===== config.mk =====
export PLATFORM = sky130hd
export DESIGN_NAME = laser_point_feeder
export DESIGN_NICKNAME = d
export VERILOG_FILES = /design/src/rtl/laser_point_feeder.sv
export SDC_FILE = /design/constraint.sdc
export NUM_CORES = 1
export LEC_CHECK = 0
export ABC_AREA = 1
export BUFFER_PORTS_ARGS = -buffer_cell sky130_fd_sc_hd__buf_2
export CAP_MARGIN = 0
export CORE_MARGIN = 1
export CORE_UTILIZATION = 35
export DETAILED_ROUTE_END_ITERATION = 12
export HOLD_SLACK_MARGIN = 0.1
export MAX_ROUTING_LAYER = met4
export SYNTH_ARGS = -nofsm -noshare
export SYNTH_HDL_FRONTEND = slang
export SYNTH_SLANG_ARGS = --single-unit

===== constraint.sdc =====
create_clock -name i_clk -period 2.5 [get_ports i_clk]
set_input_delay 0.125 -clock i_clk [delete_from_list [all_inputs] [get_ports i_clk]]
set_output_delay 0.125 -clock i_clk [all_outputs]
set_load 0.05 [all_outputs]

===== src/rtl/laser_point_feeder.sv =====
// -----------------------------------------------------------------------------
// laser_point_feeder
//   Transmit-side partner of the LASER circle-placement engine. Holds a
//   target-point pattern, streams it one point per cycle on X/Y, waits for the
//   engine's DONE strobe, captures the two returned circle centres and scores
//   them by counting buffered points that either circle covers.
//
//   Optional feature macro: LASER_FEED_SCORE_EN
//     defined     : SCORE state and the coverage datapath are built.
//     not defined : WAIT reports straight after DONE, o_res_cover stays 0 and
//                   no multipliers are built.
//
// Ports
//   i_clk, i_rst            clock, synchronous active-high reset
//   i_wr_en/i_wr_addr/i_wr_x/i_wr_y  pattern buffer write port (IDLE only)
//   i_start                 frame start pulse, honoured only in IDLE
//   o_busy                  high in every state except IDLE
//   o_x, o_y                point stream to LASER, 0 outside STREAM
//   i_done, i_c1x..i_c2y    LASER result strobe and circle centres
//   o_res_valid             one-cycle result pulse
//   o_res_c1x..o_res_c2y    captured centres, held until next capture
//   o_res_cover             covered-point count
//   o_res_timeout           frame aborted while waiting for DONE
// -----------------------------------------------------------------------------
module laser_point_feeder #(
  parameter int NPTS    = 40,
  parameter int RADSQ   = 16,
  parameter int TIMEOUT = 4095
) (
  input  logic       i_clk,
  input  logic       i_rst,
  input  logic       i_wr_en,
  input  logic [5:0] i_wr_addr,
  input  logic [3:0] i_wr_x,
  input  logic [3:0] i_wr_y,
  input  logic       i_start,
  output logic       o_busy,
  output logic [3:0] o_x,
  output logic [3:0] o_y,
  input  logic       i_done,
  input  logic [3:0] i_c1x,
  input  logic [3:0] i_c1y,
  input  logic [3:0] i_c2x,
  input  logic [3:0] i_c2y,
  output logic       o_res_valid,
  output logic [3:0] o_res_c1x,
  output logic [3:0] o_res_c1y,
  output logic [3:0] o_res_c2x,
  output logic [3:0] o_res_c2y,
  output logic [5:0] o_res_cover,
  output logic       o_res_timeout
);

  typedef enum logic [2:0] {
    S_IDLE   = 3'd0,
    S_STREAM = 3'd1,
    S_WAIT   = 3'd2,
    S_SCORE  = 3'd3,
    S_REPORT = 3'd4
  } state_t;

  localparam logic [5:0]  LAST_IDX   = 6'(NPTS - 1);
  localparam logic [11:0] WAIT_LIMIT = 12'(TIMEOUT);

  state_t      r_state;
  state_t      w_next_state;
  logic [7:0]  r_buf [NPTS];
  logic [5:0]  r_idx;
  logic [11:0] r_wcnt;
  logic [3:0]  r_x, r_y;
  logic        r_busy;
  logic        r_res_valid;
  logic        r_res_timeout;
  logic [3:0]  r_res_c1x, r_res_c1y, r_res_c2x, r_res_c2y;
  logic [5:0]  r_res_cover;

  logic        w_wr_take;
  logic [5:0]  w_idx_inc;
  logic [7:0]  w_pt0;
  logic [7:0]  w_pt_next;
  logic        w_idx_last;

  assign w_wr_take  = i_wr_en && (r_state == S_IDLE) && (i_wr_addr < 6'(NPTS));
  assign w_idx_inc  = r_idx + 6'd1;
  assign w_idx_last = (r_idx == LAST_IDX);
  // A write to entry 0 in the start cycle lands in the buffer on the same
  // edge that loads point 0, so forward it to keep the stream coherent.
  assign w_pt0      = (i_wr_en && (i_wr_addr == 6'd0)) ? {i_wr_x, i_wr_y} : r_buf[0];
  assign w_pt_next  = r_buf[w_idx_inc];

`ifdef LASER_FEED_SCORE_EN
  // Squared distance between a point and a centre; fits in 9 bits (max 450).
  function automatic logic [8:0] dist_sq(input logic [3:0] ax, input logic [3:0] ay,
                                         input logic [3:0] bx, input logic [3:0] by);
    logic signed [4:0] dx, dy;
    logic signed [9:0] ex, ey, sx, sy;
    dx = $signed({1'b0, ax}) - $signed({1'b0, bx});
    dy = $signed({1'b0, ay}) - $signed({1'b0, by});
    ex = 10'(dx);
    ey = 10'(dy);
    sx = ex * ex;
    sy = ey * ey;
    dist_sq = sx[8:0] + sy[8:0];
  endfunction

  logic [7:0] w_pt_score;
  logic [8:0] w_d1, w_d2;
  logic       w_cov;
  assign w_pt_score = r_buf[r_idx];
  assign w_d1  = dist_sq(w_pt_score[7:4], w_pt_score[3:0], r_res_c1x, r_res_c1y);
  assign w_d2  = dist_sq(w_pt_score[7:4], w_pt_score[3:0], r_res_c2x, r_res_c2y);
  assign w_cov = (w_d1 <= 9'(RADSQ)) || (w_d2 <= 9'(RADSQ));
`else
  logic [8:0] w_unused_radsq;
  assign w_unused_radsq = 9'(RADSQ);
`endif

  // Pattern buffer: loaded only while idle and deliberately never reset.
  always_ff @(posedge i_clk) begin
    if (w_wr_take) begin
      r_buf[i_wr_addr] <= {i_wr_x, i_wr_y};
    end
  end

  // State register.
  always_ff @(posedge i_clk) begin
    if (i_rst) begin
      r_state <= S_IDLE;
    end else begin
      r_state <= w_next_state;
    end
  end

  // Next-state decode.
  always_comb begin
    w_next_state = r_state;
    case (r_state)
      S_IDLE: begin
        if (i_start) w_next_state = S_STREAM;
        else         w_next_state = S_IDLE;
      end
      S_STREAM: begin
        if (w_idx_last) w_next_state = S_WAIT;
        else            w_next_state = S_STREAM;
      end
      S_WAIT: begin
        // DONE takes priority over the timeout limit on the same cycle.
`ifdef LASER_FEED_SCORE_EN
        if (i_done)                        w_next_state = S_SCORE;
`else
        if (i_done)                        w_next_state = S_REPORT;
`endif
        else if (r_wcnt == WAIT_LIMIT)     w_next_state = S_REPORT;
        else                               w_next_state = S_WAIT;
      end
      S_SCORE: begin
        if (w_idx_last) w_next_state = S_REPORT;
        else            w_next_state = S_SCORE;
      end
      S_REPORT: w_next_state = S_IDLE;
      default:  w_next_state = S_IDLE;
    endcase
  end

  // Datapath: stream output, wait counter, result capture and scoring.
  always_ff @(posedge i_clk) begin
    if (i_rst) begin
      r_idx         <= 6'd0;
      r_wcnt        <= 12'd0;
      r_x           <= 4'd0;
      r_y           <= 4'd0;
      r_busy        <= 1'b0;
      r_res_valid   <= 1'b0;
      r_res_timeout <= 1'b0;
      r_res_c1x     <= 4'd0;
      r_res_c1y     <= 4'd0;
      r_res_c2x     <= 4'd0;
      r_res_c2y     <= 4'd0;
      r_res_cover   <= 6'd0;
    end else begin
      r_res_valid <= 1'b0;
      r_busy      <= (w_next_state != S_IDLE);
      case (r_state)
        S_IDLE: begin
          if (i_start) begin
            r_idx <= 6'd0;
            r_x   <= w_pt0[7:4];
            r_y   <= w_pt0[3:0];
          end else begin
            r_x <= 4'd0;
            r_y <= 4'd0;
          end
        end
        S_STREAM: begin
          if (w_idx_last) begin
            r_x    <= 4'd0;
            r_y    <= 4'd0;
            r_wcnt <= 12'd0;
          end else begin
            r_idx <= w_idx_inc;
            r_x   <= w_pt_next[7:4];
            r_y   <= w_pt_next[3:0];
          end
        end
        S_WAIT: begin
          r_wcnt <= r_wcnt + 12'd1;
          if (i_done) begin
            r_res_c1x     <= i_c1x;
            r_res_c1y     <= i_c1y;
            r_res_c2x     <= i_c2x;
            r_res_c2y     <= i_c2y;
            r_res_timeout <= 1'b0;
            r_res_cover   <= 6'd0;
            r_idx         <= 6'd0;
`ifndef LASER_FEED_SCORE_EN
            r_res_valid   <= 1'b1;
`endif
          end else if (r_wcnt == WAIT_LIMIT) begin
            r_res_timeout <= 1'b1;
            r_res_cover   <= 6'd0;
            r_res_valid   <= 1'b1;
          end
        end
        S_SCORE: begin
`ifdef LASER_FEED_SCORE_EN
          r_res_cover <= r_res_cover + {5'd0, w_cov};
          r_idx       <= w_idx_inc;
          if (w_idx_last) r_res_valid <= 1'b1;
`endif
        end
        S_REPORT: begin
          r_x <= 4'd0;
          r_y <= 4'd0;
        end
        default: begin
          r_x <= 4'd0;
          r_y <= 4'd0;
        end
      endcase
    end
  end

  assign o_busy        = r_busy;
  assign o_x           = r_x;
  assign o_y           = r_y;
  assign o_res_valid   = r_res_valid;
  assign o_res_timeout = r_res_timeout;
  assign o_res_c1x     = r_res_c1x;
  assign o_res_c1y     = r_res_c1y;
  assign o_res_c2x     = r_res_c2x;
  assign o_res_c2y     = r_res_c2y;
  assign o_res_cover   = r_res_cover;

endmodule


### Word level (Yosys, flattened, before mapping)

Memories as Yosys holds them, arrays and structs flattened.
Index checks and enable logic that the tools add are counted.

| cells by class | value |
|---|---|
| bitwise logic cells | 1 |
| muxes and demuxes | 27 |
| add/sub/neg operators | 2 |
| $lt $le $gt $ge | 1 |
| eq/ne operators | 9 |
| reductions and logical operators | 15 |

Operator list:

| operator | number |
|---|---|
| $mux 6 | 5 |
| $pmux 12 s2 | 1 |
| $pmux 4 s3 | 2 |
| $pmux 6 s3 | 1 |
| $mux 4 | 4 |
| $add 12x1->12 const B | 1 |
| $eq 12x12->1 const B | 1 |
| $mux 12 | 1 |
| $pmux 3 s4 | 1 |
| $mux 3 | 3 |
| $mux 8 | 1 |
| $ne 2x2->1 const B | 4 |
| $mux 1 | 7 |
| $add 6x1->6 const B | 1 |
| $eq 3x2->1 const B | 2 |
| $eq 6x6->1 const B | 1 |
| $logic_not 6->1 | 1 |
| $lt 6x6->1 const B | 1 |
| $reduce_and 2->1 | 3 |
| $reduce_bool 3->1 | 2 |
| $reduce_and 4->1 | 1 |
| $reduce_bool 2->1 | 2 |
| $reduce_or 2->1 | 2 |
| $eq 3x1->1 const B | 1 |
| 4 further kinds | 6 |

| storage, ports and cells | value |
|---|---|
| logic and storage cells | 69 |
| memories | 1 |
| output and inout bits | 33 |
| bits in registers | 54 |
| bits in writable memories | 320 |

Memories:

| memory | words | width | read ports | clocked after Yosys merged registers in | write ports | RTL line | RTL |
|---|---|---|---|---|---|---|---|
| r_buf | 40 | 8 | 2 | 0 | 1 | 67 | `logic [7:0] r_buf [NPTS];` |

### Longest topological paths before layout

| depth | value |
|---|---|
| word-level depth | 5 |
| mapped depth | 15 |

### Worst setup path before layout

No wires, ideal clock.

| timing path | value |
|---|---|
| kind | reg-to-reg |
| from | register r_state[0] |
| to | memory r_buf[10][0], enable pin |
| clock period less this slack | 2.064 ns |
| cell stages (with the launch flop) | 6 |
| arrival time | 1.693 ns |
| slack | 0.436 ns |
| required time | 2.129 ns |
| cell sequence | dfxtp_1 > nor2_1 > nand2_1 > nor3_1 > nand4_1 > nor2_1 |

| on the way | value |
|---|---|
| cells in the longest elaborated chain, start to end | 5 |

RTL lines:

| element | RTL line | RTL |
|---|---|---|
| from (decl) | 65 | `state_t r_state;` |
| from (signal assigned) | 130 | `r_state <= w_next_state;` |
| $logic_not 3->1 | 83 | `assign w_wr_take = i_wr_en && (r_state == S_IDLE) && (i_wr_addr < 6'(NPTS));` |
| $logic_and 1x1->1 (2 in series) | 83 |  |
| $mux 1 | 120 | `if (w_wr_take) begin` |
| $mux 1 (implied by the code) | 121 | `r_buf[i_wr_addr] <= {i_wr_x, i_wr_y};` |
| to (decl) | 67 |  |

No other way between the ends.

### Worst setup path after layout

| timing path | value |
|---|---|
| from | register r_idx[0] |
| to | register r_x[0] (netlist: o_x[0]) |

| on the way | value |
|---|---|
| cells in the longest elaborated chain, start to end | 4 |

RTL lines:

| element | RTL line | RTL |
|---|---|---|
| from (decl) | 68 | `logic [5:0] r_idx;` |
| from (signal assigned) | 200 | `r_idx <= w_idx_inc;` |
| $add 6x1->6 | 84 | `assign w_idx_inc = r_idx + 6'd1;` |
| $mem_v2 40x8 | -- |  |
| $mux 4 * | 195 | `if (w_idx_last) begin` |
| $pmux 4 s3 * | 183 | `case (r_state)` |
| to (signal assigned) | 187 | `r_x <= w_pt0[7:4];` |
| to (signal assigned) | 201 | `r_x <= w_pt_next[7:4];` |
| to (decl) | 70 | `logic [3:0] r_x, r_y;` |

Mark *: on every way between the ends. The rest lies on a longest branch, timed or not.
A chain may end at the register's enable or synchronous reset.

==> summary.txt <==
max cap viols = 0
hold path start = i_wr_y[2]
initial DRC count = 1103
worst reg2reg path startpoint = r_idx[0]
clock tree from TritonCTS = done
CTS Root Buffer Type = sky130_fd_sc_hd__clkbuf_16
Hold WC Path Type = input pin to register
area of the die = 0.04606 sq mm
netlist area before placement = 0.01582 sq mm
fraction of synthesized cell area in xor and xnor cells = 0.3321%
setup repair after global routing missed its margin = no
starting density of the core = 35.62%
number of gates resized after CTS = 0
slack of the critical path = 0.2306 ns
Post-Syn Instances = 1578
Worst R2R Path Depth = 13
fraction of final layout cells with drive strength greater than 1 = 12.43%
floorplan die width = 214.6 um
static leakage = 7.592 nW
worst clock skew = 0.01346 ns
slowest stage cell on the critical path = sky130_fd_sc_hd__dfxtp_4
Routed Wire Length = 42610 um
Die Ht = 214.6 um
maximum number of buffers from clock root to sink = 3
syn_area_per_cell = 10.03 sq um
critical path peak fanout = 91
final hold violation count = 0
vias in the first global route = 11240
overall via count from detail_route = 11550
worst setup slack before clock tree synthesis = 0.2463 ns
Skew-Pair Late Insertion Delay = 0.53 ns
core area = 0.04441 sq mm
terminus of the critical flop-to-flop path = o_x[0]
count of nets after finishing = 1761
Setup Viol. Count Final = 0
multiplexer share of the synthesized area = 0%
async set-or-reset flop fraction in the synthesized netlist = 0%
Cell Count Post-Placement = 2238
Worst Max-Slew Pin Slew = 0.8182 ns
Total Neg Setup Slack = 0 ns
wire length of the first global-routing pass = 65980 um
Top FF cell, synth = sky130_fd_sc_hd__edfxtp_1
Max Freq = 0.4407 GHz
DRC errors left = 0
final global-route overflow total = 0
fraction of the yosys area taken by sequential cells = 66.81%
total power divided by cell area = 739.3 mW/mm^2
CP cell instances = buf_12, buf_12, nand2_1, nand3_1, nand3_1, nand3_1, nand3_1, nand2_1, nand2_1, nand2_1, nand3_1, nand2_1, inv_1
hold buffers post-CTS = 37
fraction of the mapped netlist area in adder cells = 0.1582%
flop and latch count out of synthesis = 368
status = complete, no violations
filler cell count in the final layout = 4194
overall global routing resource usage = 19.17%
Post-CTS Setup Inserts = 0
capturing element type of the critical path = register
non-filler cells in the finished layout = 2347
tightest slew margin relative to the limit = 45.46%
dominant combinational cell family by area after synthesis = simple AND/OR/NAND/NOR gates
Arrival @ worst endpoint = 2.70 ns
count of distinct cell types in the synthesized netlist = 36
combined buffer and inverter count along the critical path = 3
maximum number of pins on one net before global-route repair = 92
number of I/O pins = 68
delay contributed by the slowest stage of the critical path = 0.38 ns
# rows = 77
number of antenna-violating nets in the routed design = 0
share of the cycle needed by the critical path after routing = 90.77%
number of levels the H-tree was split into = 2
Ys Warns = 0
Post-Layout Inst Area = 0.01891 sq mm
clk sink count = 368
Worst Hold Endpoint = r_buf[21][2]
Num CTS Buffers = 39
sum of net half-perimeters after detailed placement = 26580 um
Post-Synth Simple-Gate Area = 21.75%
via/cell ratio = 4.921
synth-to-layout area growth = 19.53%
shortest clock period the worst path allows after layout = 2.269 ns
placer's final routability congestion estimate = 0.8779
kind of launch point of the worst setup path = register
critical path depth = 13
count of input and output buffers = 61
EDFF count, synth = 320
Worst EP required = 2.93 ns
wire length per cell = 18.15 um
Compound-Gate Fraction of Synth Area = 4.168%
post-placement cell area = 0.01723 sq mm
kind of critical path = register to register
depth of the worst hold-timing path = 1
clock edge transition at the registers on the reported setup and hold paths = 0.06 ns
worst-case vdd ir drop = 0.6057 mV
Crit path max-delay family = simple AND/OR/NAND/NOR gates
number of max-slew violations in the final report = 0
DR pass1 iterations = 5
number of antenna violations at the first check in global routing = 1
r2r setup slk = 0.23 ns
[logic make-up after synthesis]
group | Yosys count
other | 1
flip-flops | 368
AND/OR/NAND/NOR | 826
AO/OA/AOI/OAI | 120
buffers and inverters | 258
adder cells (fa/ha/maj) | 2
XOR/XNOR | 3
[registers in the layout (all words and copies together) (netlist names)]
signal and count:
o_busy 1, o_res_c1x 4, o_res_c1y 4, o_res_c2x 4, o_res_c2y 4, o_res_timeout 1
o_res_valid 1, o_x 4, o_y 4, r_buf 320, r_idx 6, r_state 3
r_wcnt 12
[cell type report]
class	instances	area, sq um	share of cell area, %
Multi-Input combinational cell	957	4210	22.26
Clock buffer	50	1084	5.730
Inverter	178	670.6	3.546
Clock inverter	21	225.2	1.191
Tap cell	592	740.7	3.917
Sequential cell	368	10570	55.92
Antenna cell	1	2.502	0.01323
Timing Repair Buffer	180	1404	7.424
[routing by layer]
layer	wire (um)	part of all wire, %	global-route usage, %	vias to the layer above
met4	1667	3.9	8.048	0
met3	2588	6.1	3.035	100
li1	-	-	-	5549
met5	0	0	-	-
met1	18680	44	25.17	5522
met2	19680	46	29.53	378
[report_power, final]
group          switching (mW)  total, mW  internal [mW]
Sequential             0.0185       6.71           6.70
Combinational           0.941       1.32          0.381
Clock                    2.37       5.95           3.58
Total                    3.33       14.0           10.7
[synthesized netlist by cell type (2+ instances only)]
master | n | share of area (%)
sky130_fd_sc_hd__a211oi_1 | 6 | 0.28
sky130_fd_sc_hd__a21oi_1 | 38 | 1.2
sky130_fd_sc_hd__a221oi_1 | 2 | 0.11
sky130_fd_sc_hd__a31oi_1 | 2 | 0.079
sky130_fd_sc_hd__and3_1 | 2 | 0.079
sky130_fd_sc_hd__buf_2 | 28 | 0.89
sky130_fd_sc_hd__buf_4 | 17 | 0.81
sky130_fd_sc_hd__clkbuf_1 | 35 | 0.83
sky130_fd_sc_hd__clkinv_1 | 2 | 0.047
sky130_fd_sc_hd__dfxtp_1 | 48 | 6.1
sky130_fd_sc_hd__edfxtp_1 | 320 | 61
sky130_fd_sc_hd__ha_1 | 2 | 0.16
sky130_fd_sc_hd__inv_1 | 171 | 4.1
sky130_fd_sc_hd__inv_2 | 4 | 0.095
sky130_fd_sc_hd__nand2_1 | 477 | 11
sky130_fd_sc_hd__nand3_1 | 217 | 6.9
sky130_fd_sc_hd__nand4_1 | 8 | 0.32
sky130_fd_sc_hd__nor2_1 | 108 | 2.6
sky130_fd_sc_hd__nor3_1 | 6 | 0.19
sky130_fd_sc_hd__o211ai_1 | 4 | 0.19
sky130_fd_sc_hd__o21ai_0 | 50 | 1.6
sky130_fd_sc_hd__o22ai_1 | 17 | 0.67
[worst max path at each step]
stage / from / endpoint / slack [ns]
3_5_place_dp: r_idx[0] / o_x[0] / 0.25
5_1_grt: r_idx[0] / o_x[0] / 0.08
4_1_cts: r_idx[0] / o_x[0] / 0.22
3_3_place_gp: r_idx[0] / o_y[1] / 0.27
6_report: r_idx[0] / o_x[0] / 0.23
2_1_floorplan: r_state[0] / r_buf[10][0] / 0.44
[cell usage in the layout (no fill, tap or decap), drive strengths merged, types with 2 or more instances in the layout]
cell type,instances
a211oi,6
a21oi,38
a221oi,2
a31oi,2
and3,2
buf,143
bufinv,5
clkbuf,50
clkinv,16
conb,6
dfxtp,48
dlygate4sd3,37
edfxtp,320
ha,2
inv,177
nand2,478
nand3,218
nand4,9
nor2,110
nor3,6
o211ai,4
o21ai,50
o22ai,17
xor2,2
[per-stage QoR]
stage / hold slack (ns) / total power [mW] / utilization (%)
after global placement: 0.3997 / 8.129 / 38.79
after global routing: 0.1373 / 14.40 / 42.58
after CTS: 0.1219 / 14.05 / 42.57
after floorplan: 0.2239 / 7.639 / -
after detailed placement: 0.4080 / 8.137 / 38.79
final: 0.1270 / 13.98 / 42.58
(Power assumes the default switching activity.)
